File: config.mk
export PLATFORM = sky130hd
export DESIGN_NAME = reg_wb_arbiter
export DESIGN_NICKNAME = d
export VERILOG_FILES = /design/src/rtl/reg_wb_arbiter.sv
export SDC_FILE = /design/constraint.sdc
export NUM_CORES = 1
export LEC_CHECK = 0
export BUFFER_PORTS_ARGS = -buffer_cell sky130_fd_sc_hd__buf_2
export CAP_MARGIN = 20
export CELL_PAD_IN_SITES_DETAIL_PLACEMENT = 0
export CELL_PAD_IN_SITES_GLOBAL_PLACEMENT = 2
export CORE_UTILIZATION = 42
export CTS_CLUSTER_SIZE = 40
export DETAILED_ROUTE_END_ITERATION = 16
export PLACE_DENSITY_LB_ADDON = 0.1
export SYNTH_ARGS = -nofsm -noshare
export SYNTH_HDL_FRONTEND = slang
export SYNTH_SLANG_ARGS = --single-unit
export TNS_END_PERCENT = 5
File: constraint.sdc
create_clock -name clk -period 6.5 [get_ports clk]
set_input_delay 0.65 -clock clk [delete_from_list [all_inputs] [get_ports clk]]
set_output_delay 0.65 -clock clk [all_outputs]
set_load 0.02 [all_outputs]
File: src/rtl/reg_wb_arbiter.sv
// Writeback arbiter: merges ALU, FPU and buffered load results into one registered
// register-file write port. Define WB_FWD_EN to add a combinational forward of the current grant.
`ifndef WIDTH
`define WIDTH 32
`endif

module reg_wb_arbiter (
  input  logic              clk,
  input  logic              rstn,
  input  logic              alu_valid,
  input  logic              alu_gfflag,
  input  logic [4:0]        alu_num,
  input  logic [`WIDTH-1:0] alu_data,
  output logic              alu_ready,
  input  logic              fpu_valid,
  input  logic              fpu_gfflag,
  input  logic [4:0]        fpu_num,
  input  logic [`WIDTH-1:0] fpu_data,
  output logic              fpu_ready,
  input  logic              mem_valid,
  input  logic              mem_gfflag,
  input  logic [4:0]        mem_num,
  input  logic [`WIDTH-1:0] mem_data,
  output logic              mem_stall,
  output logic              enable,
  output logic              r_gfflag,
  output logic [4:0]        r_num,
  output logic [`WIDTH-1:0] r_data,
  output logic              err_overflow
`ifdef WB_FWD_EN
  ,
  output logic              fwd_valid,
  output logic              fwd_gfflag,
  output logic [4:0]        fwd_num,
  output logic [`WIDTH-1:0] fwd_data
`endif
);

  localparam int EW = `WIDTH + 6;

  logic [EW-1:0]     fifo_mem [4];
  logic [1:0]        wr_ptr;
  logic [1:0]        rd_ptr;
  logic [2:0]        count;
  logic [EW-1:0]     head;
  logic              fifo_grant;
  logic              fpu_grant;
  logic              alu_grant;
  logic              grant;
  logic              sel_gfflag;
  logic [4:0]        sel_num;
  logic [`WIDTH-1:0] sel_data;
  logic              reg_zero;
  logic              write_ok;
  logic              push;
  logic              pop;
  logic              overflow_hit;

  assign head       = fifo_mem[rd_ptr];
  assign fpu_ready  = (count == 3'd0);
  assign alu_ready  = (count == 3'd0) && !fpu_valid;
  assign mem_stall  = (count >= 3'd3);

  // The FIFO head always wins, so a non-empty FIFO pops every cycle.
  assign fifo_grant = (count != 3'd0);
  assign fpu_grant  = fpu_valid && fpu_ready;
  assign alu_grant  = alu_valid && alu_ready;
  assign grant      = fifo_grant || fpu_grant || alu_grant;

  always_comb begin
    sel_gfflag = 1'b0;
    sel_num    = 5'd0;
    sel_data   = '0;
    if (fifo_grant) begin
      sel_gfflag = head[EW-1];
      sel_num    = head[EW-2 -: 5];
      sel_data   = head[`WIDTH-1:0];
    end else if (fpu_grant) begin
      sel_gfflag = fpu_gfflag;
      sel_num    = fpu_num;
      sel_data   = fpu_data;
    end else if (alu_grant) begin
      sel_gfflag = alu_gfflag;
      sel_num    = alu_num;
      sel_data   = alu_data;
    end
  end

  // General register 0 is hardwired; its writes are consumed but never enabled.
  assign reg_zero     = !sel_gfflag && (sel_num == 5'd0);
  assign write_ok     = grant && !reg_zero;

  assign pop          = fifo_grant;
  assign push         = mem_valid && (count != 3'd4);
  assign overflow_hit = mem_valid && (count == 3'd4);

`ifdef WB_FWD_EN
  assign fwd_valid  = write_ok;
  assign fwd_gfflag = sel_gfflag;
  assign fwd_num    = sel_num;
  assign fwd_data   = sel_data;
`endif

  always_ff @(posedge clk) begin
    if (push) begin
      fifo_mem[wr_ptr] <= {mem_gfflag, mem_num, mem_data};
    end
  end

  always_ff @(posedge clk or negedge rstn) begin
    if (!rstn) begin
      wr_ptr       <= 2'd0;
      rd_ptr       <= 2'd0;
      count        <= 3'd0;
      err_overflow <= 1'b0;
    end else begin
      if (push) begin
        wr_ptr <= wr_ptr + 2'd1;
      end
      if (pop) begin
        rd_ptr <= rd_ptr + 2'd1;
      end
      count <= count + {2'b00, push} - {2'b00, pop};
      if (overflow_hit) begin
        err_overflow <= 1'b1;
      end
    end
  end

  // Write-port fields hold their last granted value when nothing is granted.
  always_ff @(posedge clk or negedge rstn) begin
    if (!rstn) begin
      enable   <= 1'b0;
      r_gfflag <= 1'b0;
      r_num    <= 5'd0;
      r_data   <= '0;
    end else begin
      enable <= write_ok;
      if (grant) begin
        r_gfflag <= sel_gfflag;
        r_num    <= sel_num;
        r_data   <= sel_data;
      end
    end
  end

endmodule
==> reports/metrics.cfg <==
[run]
cap_violations = 0

[drt]
wirelength_um = 17100
drt-initial-drc-count = 319
postRouteAntennaNets = 0
drc = 0
routedWlPerCell_um = 19.1
num_vias = 4618
vias_per_cell = 5.17
detail_route.first_pass.iterations = 4

[finish]
final-seq-area_um2 = 5750
multi_input_area_um2 = 2160
fin_cells = 894
layout-drive-gt1-share = 0.376
nets = 774
n_antenna_cell = 0
mostFrequentLayoutCells = buf_2 (161), edfxtp_1 (152), dfrtp_1 (45)
areaGrowthSynthToFinish_pct = 20.4
n_fill_cell = 1577
layout_commonest_cell = buf_2

[setup_path]
timing.critical_path.cells = nor3_4 -> inv_2 -> buf_4 -> nor2_1 -> buf_2
worst-path-max-fanout = 73
arrival_ps = 2100
timing.rr.start = count[1]$_DFF_PN0_
critical_path_class = flip-flop to output port
reg2reg_slack_ps = 3900
rr_endpoint = count[2]$_DFF_PN0_
slowest_stage = nor3_4
critPathCaptureType = output port
crit_family = simple AND/OR/NAND/NOR gates
critical-path-max-stage-delay_ps = 460
rr_worst_depth = 8
crit_path_start_kind = flip-flop
cp.required_ps = 5850
crit_buf_inv = 3

[synthesis]
ys_types = 32
yosys_warnings = 0
synth.avg_cell_area_um2 = 16.5
ys_ff_latch = 199
synth-seq-area-share = 0.713
syn_nets = 616
syn_inst = 489
netlist_area_um2 = 8050

[floorplanning]
core.rowCount = 50
die_x_um = 140
num_io_pins = 162
die-area_um2 = 19700
start_util = 0.429
coreArea_um2 = 18800
fp.dieH_um = 140

[sta]
worst_slew_pin_slew_ps = 1040
fmax_mhz = 363
rsz0062_at_grt = no
report.final.slew_viol_count = 0
fin_crit_sh = 0.423
skew_ps = 7.55
finalSetupTns_ps = 0
period_needed_ps = 2750
hold_viol = 0
slew_headroom = 0.304
setup_viol = 0

[global_routing]
grt.total_usage = 0.184
grt_antenna_before_repair = 0
grt_max_degree = 74
grt_overflow = 0
grt_pass1_wl_um = 26900
grt_pass1_vias = 4881

[clocking]
ctsResizeCount = 0
clockBufferDepth = 2
cts_setup_buffers = 0
h-tree-depth = 4
ctsHoldBuffers = 0
path_clk_slew_ps = 70
clkSinkCount = 199
cts_tree = yes
root_buffer = clkbuf_16
insertion_delay_ps = 420
cts-buffers-inserted = 17

[outcome]
status = finished clean

[placement]
portBuffers = 161
dp_hpwl_um = 10700
post-place-cells = 860
place_congestion = 0.771

[pwr]
ir_worst_vdd_v = 0.000231
netSwitchingPower_mw = 1.40
comb_power_share = 0.297
swShare = 0.325
power_frac_seq = 0.461
power_leakage_nw = 3.80
power_mw = 4.30
pwr_density_cell_nw_per_um2 = 443
intPower_mw = 2.90
pwr-share-clk = 0.242

[worst_hold_path]
hold_class = input port to asynchronous set/reset pin

logic make-up (layout without fill, tap and decap cells):
| logic type | after synthesis | in the layout | synth area share |
|---|---|---|---|
| AND/OR/NAND/NOR | 90 | 90 | 0.0461 |
| buffers and inverters | 36 | 207 | 0.0191 |
| adder cells (fa/ha/maj) | 8 | 8 | 0.0134 |
| flip-flops | 199 | 199 | 0.713 |
| AO/OA/AOI/OAI | 82 | 82 | 0.0583 |
| XOR/XNOR | 4 | 4 | 0.00435 |
| multiplexers | 70 | 70 | 0.146 |
registers in the layout, summed over array words and instances (netlist names):
register	cells
r_gfflag	1
count	3
r_data	32
fifo_mem	152
err_overflow	1
rd_ptr	2
enable	1
wr_ptr	2
r_num	5
cell type report:
cell class                 instances  area share
clock buffer                      19      0.0467
timing repair buffer             167      0.0911
clock inverter                    13      0.0132
multi-input combinational        254       0.223
inverter                           8     0.00310
sequential                       199       0.593
tap                              234      0.0302
routing by layer:
metal  global-route usage  vias to the layer above  wire, um
met1                0.237                     2300      7450
li1                     -                     2189         -
met5                    0                        -         0
met4               0.0606                        0       204
met3               0.0328                       14       582
met2                0.317                      115      8830
cell usage after synthesis (all sizes together):
cell	instances	area, um^2
nand3b	1	7.51
a21boi	1	7.51
o21ai	38	190
xor2	1	8.76
a31oi	1	6.26
nor2b	1	6.26
edfxtp	152	4560
mux4	38	856
mux2i	32	320
a21o	2	15.0
inv	8	30.0
clkbuf	17	63.8
xnor2	3	26.3
ha	7	87.6
a221oi	5	68.8
or4	1	7.51
and2	4	25.0
nor3	2	21.3
nand2	40	150
nor2	41	154
fa	1	20.0
dfrtp	47	1180
buf	11	60.1
a31o	1	8.76
o22ai	2	12.5
a21oi	32	160
stage by stage:
step,setup slack (ps),cell area [um^2],hold slack (ps),utilization
finish,3750,9700,357,0.517
global route,3540,9700,409,0.517
CTS,3710,9650,370,0.514
detailed placement,3830,9070,459,0.483
global placement,3870,9070,465,0.483
floorplan,3870,8050,354,-
power groups by stage:
stage | clock network [mW] | registers (mW) | logic (mW)
2_1_floorplan | 0 | 2.03 | 0.848
3_3_place_gp | 0 | 2.01 | 1.26
3_5_place_dp | 0 | 2.02 | 1.29
4_1_cts | 1.06 | 2.00 | 1.29
5_1_grt | 1.11 | 2.04 | 1.41
6_report | 1.04 | 1.98 | 1.28
how the worst max path moves through the flow:
| stage | startpoint | end | cells after the start |
|---|---|---|---|
| 2_1_floorplan | count[2]$_DFF_PN0_ | count[2]$_DFF_PN0_ | 9 |
| 3_3_place_gp | fpu_valid | alu_ready | 4 |
| 3_5_place_dp | fpu_valid | alu_ready | 4 |
| 4_1_cts | count[1]$_DFF_PN0_ | alu_ready | 5 |
| 5_1_grt | count[2]$_DFF_PN0_ | alu_ready | 5 |
| 6_report | count[1]$_DFF_PN0_ | alu_ready | 5 |
(Power assumes the default switching activity.)
